`src/rtl/wishbone_arbiter.sv`:
```
// wishbone_arbiter
//   Round-robin arbiter sharing one Wishbone slave port among NUM_MASTERS
//   masters. A master keeps the bus for its whole CYC tenure (bursts, STB
//   gaps included). A watchdog ends a strobe the slave never answers,
//   returning ERR to the owner for one cycle.
//
// Ports
//   clk_i, rst_i          clock (rising edge), async active-high reset
//   m_cyc_i/stb_i/we_i    per-master controls, one bit per master
//   m_addr_i/data_i/...   per-master packed buses, master k at slice k
//   m_data_o              read data, shared by all masters (= s_data_i)
//   m_ack_o/m_err_o       per-master responses, only the owner's bit moves
//   s_*_o                 slave-side request, muxed from the owner
//   s_data_i/ack_i/err_i  slave response
//   grant_o               registered one-hot grant
//   busy_o                bus is owned (state != IDLE)
module wishbone_arbiter #(
    parameter int NUM_MASTERS = 4,
    parameter int ADDR_WIDTH  = 32,
    parameter int DATA_WIDTH  = 32,
    parameter int SEL_WIDTH   = DATA_WIDTH / 8,
    parameter int TIMEOUT     = 16
) (
    input  logic                              clk_i,
    input  logic                              rst_i,
    input  logic [NUM_MASTERS-1:0]            m_cyc_i,
    input  logic [NUM_MASTERS-1:0]            m_stb_i,
    input  logic [NUM_MASTERS-1:0]            m_we_i,
    input  logic [NUM_MASTERS*ADDR_WIDTH-1:0] m_addr_i,
    input  logic [NUM_MASTERS*DATA_WIDTH-1:0] m_data_i,
    input  logic [NUM_MASTERS*SEL_WIDTH-1:0]  m_sel_i,
    input  logic [NUM_MASTERS*3-1:0]          m_cti_i,
    output logic [DATA_WIDTH-1:0]             m_data_o,
    output logic [NUM_MASTERS-1:0]            m_ack_o,
    output logic [NUM_MASTERS-1:0]            m_err_o,
    output logic                              s_cyc_o,
    output logic                              s_stb_o,
    output logic                              s_we_o,
    output logic [ADDR_WIDTH-1:0]             s_addr_o,
    output logic [DATA_WIDTH-1:0]             s_data_o,
    output logic [SEL_WIDTH-1:0]              s_sel_o,
    output logic [2:0]                        s_cti_o,
    input  logic [DATA_WIDTH-1:0]             s_data_i,
    input  logic                              s_ack_i,
    input  logic                              s_err_i,
    output logic [NUM_MASTERS-1:0]            grant_o,
    output logic                              busy_o
);

    localparam int OW = $clog2(NUM_MASTERS);
    localparam int WW = $clog2(TIMEOUT) + 1;
    localparam logic [WW-1:0] WD_LIM = WW'(TIMEOUT - 1);
    localparam logic [WW-1:0] WD_MAX = '1;

    typedef enum logic [1:0] {IDLE, OWN, TMO} state_t;

    state_t                   state_q, state_d;
    logic [OW-1:0]            owner_q, owner_d;
    logic [OW-1:0]            last_q, last_d;
    logic [NUM_MASTERS-1:0]   grant_q, grant_d;
    logic [WW-1:0]            wdog_q, wdog_d;
    logic [OW-1:0]            pick;

    // per-master views of the packed buses
    logic [NUM_MASTERS-1:0][ADDR_WIDTH-1:0] addr_a;
    logic [NUM_MASTERS-1:0][DATA_WIDTH-1:0] data_a;
    logic [NUM_MASTERS-1:0][SEL_WIDTH-1:0]  sel_a;
    logic [NUM_MASTERS-1:0][2:0]            cti_a;

    assign addr_a = m_addr_i;
    assign data_a = m_data_i;
    assign sel_a  = m_sel_i;
    assign cti_a  = m_cti_i;

    logic own_cyc, own_stb, own_st, wd_run;

    assign own_cyc = m_cyc_i[owner_q];
    assign own_stb = m_stb_i[owner_q];
    assign own_st  = (state_q == OWN);
    // strobe outstanding with no slave response this cycle
    assign wd_run  = own_st && own_cyc && own_stb && !s_ack_i && !s_err_i;

    // Round-robin pick: scan downward so the final overwrite is the
    // nearest requester above last_q (wrapping).
    always_comb begin
        int idx;
        idx  = 0;
        pick = last_q;
        for (int i = NUM_MASTERS; i >= 1; i--) begin
            idx = (int'(last_q) + i) % NUM_MASTERS;
            if (m_cyc_i[idx[OW-1:0]]) pick = idx[OW-1:0];
        end
    end

    always_ff @(posedge clk_i or posedge rst_i) begin
        if (rst_i) begin
            state_q <= IDLE;
            owner_q <= '0;
            last_q  <= OW'(NUM_MASTERS - 1);   // master 0 wins first
            grant_q <= '0;
            wdog_q  <= '0;
        end else begin
            state_q <= state_d;
            owner_q <= owner_d;
            last_q  <= last_d;
            grant_q <= grant_d;
            wdog_q  <= wdog_d;
        end
    end

    always_comb begin
        state_d = state_q;
        owner_d = owner_q;
        last_d  = last_q;
        grant_d = grant_q;
        wdog_d  = '0;
        unique case (state_q)
            IDLE: begin
                if (|m_cyc_i) begin
                    state_d       = OWN;
                    owner_d       = pick;
                    grant_d       = '0;
                    grant_d[pick] = 1'b1;
                end
            end
            OWN: begin
                if (!own_cyc) begin
                    state_d = IDLE;
                    grant_d = '0;
                    last_d  = owner_q;
                end else if (wd_run && wdog_q == WD_LIM) begin
                    // an ack on this same cycle would have cleared wd_run
                    state_d = TMO;
                end else if (wd_run) begin
                    wdog_d = (wdog_q == WD_MAX) ? wdog_q : wdog_q + 1'b1;
                end
            end
            TMO: begin
                if (own_cyc) begin
                    state_d = OWN;
                end else begin
                    state_d = IDLE;
                    grant_d = '0;
                    last_d  = owner_q;
                end
            end
            default: begin
                state_d = IDLE;
                grant_d = '0;
            end
        endcase
    end

    // Slave side follows the owner's live inputs only while in OWN, so a
    // CYC drop is visible the same cycle and TMO/IDLE drive a quiet bus.
    always_comb begin
        s_cyc_o  = 1'b0;
        s_stb_o  = 1'b0;
        s_we_o   = 1'b0;
        s_addr_o = '0;
        s_data_o = '0;
        s_sel_o  = '0;
        s_cti_o  = '0;
        if (own_st) begin
            s_cyc_o  = own_cyc;
            s_stb_o  = own_stb;
            s_we_o   = m_we_i[owner_q];
            s_addr_o = addr_a[owner_q];
            s_data_o = data_a[owner_q];
            s_sel_o  = sel_a[owner_q];
            s_cti_o  = cti_a[owner_q];
        end
    end

    for (genvar k = 0; k < NUM_MASTERS; k++) begin : g_resp
        assign m_ack_o[k] = own_st && grant_q[k] && s_ack_i;
        assign m_err_o[k] = grant_q[k] && ((own_st && s_err_i) || state_q == TMO);
    end

    assign m_data_o = s_data_i;
    assign grant_o  = grant_q;
    assign busy_o   = (state_q != IDLE);

endmodule

```
`config.mk`:
```
export PLATFORM = sky130hd
export DESIGN_NAME = wishbone_arbiter
export DESIGN_NICKNAME = d
export VERILOG_FILES = /design/src/rtl/wishbone_arbiter.sv
export SDC_FILE = /design/constraint.sdc
export NUM_CORES = 1
export LEC_CHECK = 0
export BUFFER_PORTS_ARGS = -buffer_cell sky130_fd_sc_hd__buf_2
export CORE_AREA = 10 10 165 167
export CTS_CLUSTER_DIAMETER = 30
export CTS_CLUSTER_SIZE = 40
export DETAILED_ROUTE_END_ITERATION = 10
export DIE_AREA = 0 0 175 177
export PLACE_DENSITY_LB_ADDON = 0.05
export SLEW_MARGIN = 20
export SYNTH_ARGS = -nofsm -noshare
export SYNTH_HDL_FRONTEND = slang
export SYNTH_SLANG_ARGS = --single-unit
```
`constraint.sdc`:
```
create_clock -name clk_i -period 1.87 [get_ports clk_i]
set_input_delay 0.0935 -clock clk_i [delete_from_list [all_inputs] [get_ports clk_i]]
set_output_delay 0.0935 -clock clk_i [all_outputs]
set_load 0.05 [all_outputs]
```
==> results.cfg, run 1 <==
[yosys]
syn-num-nets = 635
synth_cell_type_count = 32
yosysMostFrequentCell = mux4_2
synth_edf_count = 0
synth_top_area_share_pct = 48.88
synth.area.top_cells = mux4_2 (49%), and2_1 (13%), dfrtp_1 (9.5%)
synth_area_sq_mm = 0.003410
syn-instance-count = 296
ys_warn_count = 0
synth_commonest_cells = mux4_2 (74), and2_1 (73), buf_4 (39)
syn_avg_cell_area_sq_um = 11.52
synth-seq-cells = 15
yosysTopAreaCell = mux4_2
async_reset_ff_share_pct = 100.0
ys_seq_area_share_pct = 11.08
synth-main-ff-cell = dfrtp_1

[route]
wl_per_cell_microns = 22.58
drc = 0
drt_iter0_markers = 138
drt_pre_antenna_iters = 4
viasPerCell = 4.141
antenna_left = 0
via_count = 4037
routed_wl_microns = 22010

[floorplan]
ios = 451
coreArea_sq_mm = 0.02396
fp.dieH_microns = 177
die_w_microns = 175
initial_core_util_pct = 14.23
die_area_sq_mm = 0.03098
rows = 57

[sta]
timing.slew.headroom_pct = 60.13
final_hold_viol_count = 0
clock_skew_ns = 0.001170
timing.final.ws_setup_ns = -0.08870
drv_slew = 0
setup_viol = 72
grt_setup_unrepaired = yes
max_freq_mhz = 510.5
layout_min_cycle_time_ns = 1.959
worstMarginPinSlew_ns = 0.5974
timing.final.crit_share_pct = 104.7

[clocking]
htree_levels = 1
clock_path_buffers = 2
cts_tree = built
cts.clk_slew.worst_paths_ns = 0.05
cts_sinks = 15
clk_latency_ns = 0.24
root_buffer = clkbuf_16
numCtsBuffers = 3

[min_path]
hold_depth = 0
min_path_type = in -> out
hold_end = m_data_o[24]
holdCritStartpoint = s_data_i[24]

[power]
leakage_uw = 0.003141
finalPower_uw = 12340
vdd_drop_max_mv = 0.6832
power_density_mw_per_mm2 = 1890

[critical_path]
cpPeakStageDelay_ns = 0.51
cp.required_ns = 1.78
r2r-end = state_q[0]$_DFFE_PP0P_
r2r-start = owner_q[0]$_DFFE_PP0P_
path_class = reg -> out
cp-startpoint = owner_q[0]$_DFFE_PP0P_
rr_worst_depth = 6
critPathLaunchType = register
path_buf_inv = 3
crit_chain = buf_12 -> buf_16 -> mux4_2 -> and2_4 -> buf_6
crit_family = multiplexers
slowest_stage = mux4_2
crit_path_end_kind = output port
cp.depth = 5
ff2ff_setup_slack_ns = -0.06
crit_arrival_ns = 1.87
path_max_fanout = 8

[final_layout]
area_growth_pct = 91.52
drive_gt1_share_pct = 87.65
nets = 988
final_cell_area_sq_mm = 0.006530

[placement]
dp_hpwl_microns = 18600
placed_cell_area_sq_mm = 0.005523
place.gp.congestion = 0.8280
port_buffers = 386

[run_status]
status = finished with violations
violations = negative setup slack

[global_route]
grt_max_degree = 50
grt_pass1_vias = 4515
antenna_found_initial = 2
grt.total_usage_pct = 12.92
gr-total-overflow = 0
grt_pass1_wl_microns = 30760

[run]
max_cap_violations = 0
[area by class of cell]
cell class                      count  area (sq um)
Timing Repair Buffer              405          2794
Tap cell                          324         405.4
Fill cell                        2610         17430
Sequential cell                    15         385.4
Multi-Input combinational cell    217          2833
Antenna cell                        3         7.507
Clock buffer                        4         78.83
Inverter                            7         26.28
[routing by layer]
layer  GRT usage (%)  vias up  routed length [microns]
li1                -     1820                        -
met3           4.096        8                     1922
met4           1.484        0                       85
met1           14.53     1988                     8111
met5               0        -                        0
met2           23.97      221                    11890
[timing repair]
action,in CTS,in global routing
gates cloned,4,2
gates resized for setup,197,42
setup buffers,5,0
hold buffers,1,0
endpoints found under the hold margin,13,0
endpoints found under the setup margin,77,85
[kinds of logic after synthesis]
logic type,share of synthesized area [%]
and+or+nand+nor,19.16
muxes,50.28
buffers and inverters,11.82
AOI/OAI and AO/OA,4.331
DFF,11.08
adders and majority gates,2.569
xor gates and xnor gates,0.7708
[power breakdown]
| group | internal, uW | total (uW) | leakage (uW) | switching, uW |
|---|---|---|---|---|
| Sequential | 447 | 604 | 0.000193 | 157 |
| Clock | 289 | 423 | 0.0000382 | 134 |
| Combinational | 5250 | 11300 | 0.00291 | 6060 |
| Total | 5990 | 12300 | 0.00314 | 6350 |
[state kept, by name, summed over array words and instances, names as in the netlist]
name / count
owner_q: 2
wdog_q: 5
state_q: 2
last_q: 2
grant_o: 4
[stage by stage]
stage	setup TNS [ns]	setup slack [ns]	hold slack [ns]	utilization, %	std cells
floorplan	0	0.003611	-0.006452	-	296
global placement	0	0.05845	0.1873	23.05	956
detailed placement	0	0.04723	0.1873	23.05	956
CTS	-5.515	-0.1361	0.1873	26.49	970
global route	-8.126	-0.1442	0.1871	27.24	974
finish	-3.823	-0.08870	0.1870	27.25	975
[cell usage in the layout, fill, tap and decap left out, types with 5 or more instances in the layout]
cell type  Yosys  routed
a21oi_1        6       5
a32o_1         5       5
and2_4         0      73
and3_1         5       5
buf_12         0       7
buf_16         0       5
buf_2          7     307
buf_6          1      75
clkbuf_16      0       5
dfrtp_1       13      11
ha_1           7       6
inv_1          7       7
mux4_2        74      74
nor2_1        10      10
nor2b_1        6       6
o21ai_0        5       5
[worst max path at each step]
stage / end / slack, ns
CTS: s_data_o[23] / -0.14
global route: s_addr_o[27] / -0.14
detailed placement: s_data_o[8] / 0.05
floorplan: m_err_o[0] / 0.004
global placement: s_addr_o[1] / 0.06
finish: s_data_o[8] / -0.09
(Power assumes the default switching activity.)
==> run 2: changes to the inputs <==
--- a/config.mk
+++ b/config.mk
@@ -11,7 +11,6 @@
 export CTS_CLUSTER_SIZE = 40
 export DETAILED_ROUTE_END_ITERATION = 10
 export DIE_AREA = 0 0 175 177
-export PLACE_DENSITY_LB_ADDON = 0.05
 export SLEW_MARGIN = 20
 export SYNTH_ARGS = -nofsm -noshare
 export SYNTH_HDL_FRONTEND = slang
==> run 2 against run 1 <==
The flow still finishes with violations (negative setup slack). Non-clock buffer count grew 13. Design area fell by 1.8%. Sequential power increased by 3%. Critical path type unchanged. Critical endpoint is now s_data_o[15].
==> results.cfg, run 2 (synthesized netlist as in run 1, its figures left out) <==
[floorplan]
die_area_sq_mm = 0.03098
die_w_microns = 175
rows = 57
ios = 451
fp.dieH_microns = 177
coreArea_sq_mm = 0.02396
initial_core_util_pct = 14.23

[placement]
dp_hpwl_microns = 17760
port_buffers = 386
place.gp.congestion = 0.9291
placed_cell_area_sq_mm = 0.005638

[global_route]
grt_pass1_wl_microns = 30220
grt.total_usage_pct = 12.28
gr-total-overflow = 0
grt_pass1_vias = 4955
antenna_found_initial = 0
grt_max_degree = 40

[route]
drt_pre_antenna_iters = 4
routed_wl_microns = 21130
viasPerCell = 4.265
antenna_left = 0
drc = 0
via_count = 4205
drt_iter0_markers = 156
wl_per_cell_microns = 21.43

[critical_path]
path_class = reg -> out
ff2ff_setup_slack_ns = -0.12
crit_arrival_ns = 1.92
slowest_stage = mux4_2
r2r-start = owner_q[0]$_DFFE_PP0P_
cp.required_ns = 1.78
crit_chain = buf_12 -> buf_4 -> mux4_2 -> and2_1 -> buf_4
crit_path_end_kind = output port
path_max_fanout = 17
rr_worst_depth = 6
crit_top_cell = buf_4
critPathLaunchType = register
cpPeakStageDelay_ns = 0.50
r2r-end = state_q[0]$_DFFE_PP0P_

[sta]
clock_skew_ns = 0.001964
layout_min_cycle_time_ns = 2.013
worstMarginPinSlew_ns = 0.5964
timing.final.ws_setup_ns = -0.1427
max_freq_mhz = 496.9
setup_viol = 76
grt_setup_unrepaired = yes
final_hold_viol_count = 0
timing.final.crit_share_pct = 107.6
drv_slew = 0
timing.slew.headroom_pct = 60.20

[final_layout]
area_growth_pct = 88.00
nets = 1001
largest_register_ffs = 5
final_cell_mix = buf_2 (311), mux4_2 (74), buf_6 (46)
final_cell_area_sq_mm = 0.006410
regMostFlops = wdog_q
layout_commonest_cell = buf_2
drive_gt1_share_pct = 82.45

[run_status]
status = finished with violations
violations = negative setup slack

[clocking]
cts_sinks = 15
clk_latency_ns = 0.25
numCtsBuffers = 3
htree_levels = 1
root_buffer = clkbuf_16
cts_tree = built
cts.clk_slew.worst_paths_ns = 0.05
clock_path_buffers = 2

[run]
max_cap_violations = 0

[min_path]
hold_end = m_data_o[4]
holdCritStartpoint = s_data_i[4]
hold_depth = 0
min_path_type = in -> out

[power]
leakage_uw = 0.003109
power_density_mw_per_mm2 = 1858
finalPower_uw = 11910
vdd_drop_max_mv = 1.038
[run 2: changes by cell type in the layout (fill, tap and decap cells not counted), sizes merged]
cell    previous run  this run
clkbuf             8         7
buf              400       414
diode              3         1
[run 2: critical path, delay by kind of cell (launching register included)]
kind | cells | cell delay (ns)
buf+inv | 3 | 0.52
simple gates | 1 | 0.18
mux | 1 | 0.50
flops | 1 | 0.45
[run 2: stage by stage]
stage               setup TNS (ns)  hold slack [ns]  utilization [%]  std cells  worst slack, ns
floorplan                        0        -0.006452                -        296         0.003611
global placement                 0           0.1788            23.53        968          0.03726
detailed placement               0           0.1873            23.53        968          0.03149
CTS                         -7.904           0.1873            26.20        980          -0.1660
global route                -11.70           0.1871            26.74        985          -0.2063
finish                      -6.650           0.1870            26.75        986          -0.1427
[run 2: worst max-delay path by stage]
stage	end	start	slack, ns	cells after the start
6_report	s_data_o[15]	owner_q[0]$_DFFE_PP0P_	-0.14	5
5_1_grt	s_data_o[11]	owner_q[0]$_DFFE_PP0P_	-0.21	5
4_1_cts	s_data_o[11]	owner_q[0]$_DFFE_PP0P_	-0.17	5
3_5_place_dp	state_q[0]$_DFFE_PP0P_	owner_q[0]$_DFFE_PP0P_	0.03	5
3_3_place_gp	state_q[0]$_DFFE_PP0P_	owner_q[0]$_DFFE_PP0P_	0.04	5
2_1_floorplan	m_err_o[0]	state_q[1]$_DFFE_PP0P_	0.004	5
[run 2: power breakdown]
part	internal, uW	leakage, uW	switching [uW]
registers	447	0.000193	177
logic	4810	0.00288	6050
clock network	289	0.0000382	131
total	5550	0.00311	6360
[run 2: what timing repair did]
action                                  CTS  global route
gates resized for setup                 160            13
endpoints found under the hold margin    13             0
endpoints found under the setup margin   74            90
gates cloned                              1             2
hold buffers                              1             0
buffers inserted                          6             3
pin swaps                                 3             3
[run 2: metal layers]
metal / global-route usage (%) / routed length, microns
met3: 4.032 / 1815
met1: 13.80 / 7929
met5: 0 / 0
met2: 22.50 / 11120
met4: 1.872 / 265
[run 2: cell type report]
class	instances	area, sq um
Clock buffer	4	78.83
Antenna cell	1	2.502
Fill cell	2556	17550
Inverter	7	26.28
Tap cell	324	405.4
Timing Repair Buffer	418	2743
Multi-Input combinational cell	217	2769
Sequential cell	15	385.4
==> run 3: changes to the inputs <==
--- a/config.mk
+++ b/config.mk
@@ -11,6 +11,7 @@
 export CTS_CLUSTER_SIZE = 40
 export DETAILED_ROUTE_END_ITERATION = 10
 export DIE_AREA = 0 0 175 177
+export SETUP_SLACK_MARGIN = 0.4
 export SLEW_MARGIN = 20
 export SYNTH_ARGS = -nofsm -noshare
 export SYNTH_HDL_FRONTEND = slang
==> run 3 against run 2 <==
The flow still finishes with violations (negative setup slack). Combinational power grew 17%. Sequential share of layout area shrank 0.70 points. Core utilization grew 3.6 points. Maximum frequency shrank 0.82%. Design area grew 14%. Register-to-register slack gained 0.03 ns. Clock skew shrank 0.00086 ns. Routed wire length grew 4.8%. Critical path type unchanged. Critical endpoint is now s_addr_o[6]. Largest power group unchanged.
==> results.cfg, run 3 (synthesized netlist as in run 1, its figures left out) <==
[final_layout]
n_fill_cell = 2500
multi_input_area_sq_mm = 0.002924
layout_commonest_cell = buf_2
nets = 1025
regArea_sq_um = 386.6
area_growth_pct = 113.6
largest_register_ffs = 5
regMostFlops = wdog_q
final_cell_area_sq_mm = 0.007283
drive_gt1_share_pct = 91.39
stdcell_count = 1011
final_cell_mix = buf_2 (303), mux4_2 (74), buf_6 (63)

[sta]
holdWs_ns = 0.1870
timing.slew.headroom_pct = 60.72
drv_slew = 0
grt_setup_unrepaired = yes
max_freq_mhz = 492.8
tns_ns = -7.701
final_hold_viol_count = 0
layout_min_cycle_time_ns = 2.029
timing.final.crit_share_pct = 108.5
setup_viol = 77
clock_skew_ns = 0.001101
timing.final.ws_setup_ns = -0.1593
worstMarginPinSlew_ns = 0.5885

[critical_path]
path_class = reg -> out
crit_family = buffers and inverters
cpPeakStageDelay_ns = 0.51
cp.depth = 6
ff2ff_setup_slack_ns = -0.09
path_buf_inv = 4
cp.required_ns = 1.78
crit_chain = buf_12 -> buf_12 -> buf_12 -> mux4_2 -> and2_4 -> buf_8
rr_worst_depth = 6
cp-startpoint = owner_q[0]$_DFFE_PP0P_
critPathLaunchType = register
crit_arrival_ns = 1.94
crit_path_end_kind = output port
slowest_stage = dfrtp_4
r2r-start = owner_q[0]$_DFFE_PP0P_
crit_top_cell = buf_12
path_max_fanout = 7

[global_route]
top_usage_layer = met2
grtUsageMet3_pct = 4.480
grt.total_usage_pct = 13.02
grt_pass1_wl_microns = 31260
grt_use_met2_pct = 23.70
antenna_found_initial = 2
grt_max_degree = 42
gr-total-overflow = 0
grt_pass1_vias = 4811
grt_util_met1_pct = 14.73

[floorplan]
initial_core_util_pct = 14.23
rows = 57
die_area_sq_mm = 0.03098
coreArea_sq_mm = 0.02396
fp.dieH_microns = 177
ios = 451
die_w_microns = 175

[placement]
dp_hpwl_microns = 18240
place.gp.congestion = 0.9394
dp_cells = 968
placed_cell_area_sq_mm = 0.005899
port_buffers = 386
pre_cts_slack_ns = 0.03909

[clocking]
clock_path_buffers = 2
numCtsBuffers = 3
cts_sinks = 15
cts.clk_slew.worst_paths_ns = 0.05
clk_latency_ns = 0.24
cts_tree = built
htree_levels = 1
root_buffer = clkbuf_16

[run_status]
violations = negative setup slack
status = finished with violations

[route]
drc = 0
routed_wl_microns = 22140
via_count = 4211
antenna_left = 0
drt_pre_antenna_iters = 4
wl_per_cell_microns = 21.90
viasPerCell = 4.165
drt_iter0_markers = 174

[run]
max_cap_violations = 0

[min_path]
holdCritStartpoint = s_data_i[28]
hold_depth = 0
min_path_type = in -> out

[power]
vdd_drop_max_mv = 0.6670
power_density_mw_per_mm2 = 1884
leakage_uw = 0.003399
[run 3: worst paths after layout]
| kind | endpoint |
|---|---|
| max | s_addr_o[6] |
| min | m_data_o[28] |
| max reg2reg | last_q[0]$_DFFE_PP1P_ |
| min reg2reg | wdog_q[3]$_DFFE_PP0P_ |
| max in group asynchronous | owner_q[1]$_DFFE_PP0P_ |
| min in group asynchronous | wdog_q[2]$_DFFE_PP0P_ |
[run 3: layer usage]
metal	part of all wire (%)	vias up	routed length (microns)
li1	-	1887	-
met1	36	2073	7963
met2	54	237	11920
met3	9.3	14	2067
met4	0.84	0	186
met5	0	-	0
[run 3: repair_timing]
action                                 CTS  global route
endpoints found under the hold margin   13             0
gates cloned                             4             1
hold buffers                             1             0
setup buffers                           22             9
setup endpoints to repair               97            97
pin swaps                               23            19
gates resized for setup                206            41
[run 3: area by class of cell]
class | instances | area share, %
inverter | 7 | 0.4982
clock buffer | 4 | 1.082
timing repair buffer | 442 | 47.33
tap | 324 | 5.566
multi-input combinational | 217 | 40.15
sequential | 15 | 5.308
antenna | 2 | 0.06872
[run 3: worst register-to-register path: stages (launching register included)]
cell and delay [ns]:
dfrtp_4 0.45, buf_12 0.16, buf_6 0.12, mux4_2 0.58
buf_6 0.17, nand2b_4 0.14, mux2_2 0.27
[run 3: where the power goes]
part	internal [uW]	switching, uW
clock	289	129
sequential	449	184
combinational	6230	6430
total	6970	6750
[run 3: stage by stage]
step,power (uW),util (%)
floorplan,7843,-
global placement,10070,24.62
detailed placement,10130,24.62
CTS,13130,29.30
global route,14320,30.39
finish,13720,30.39
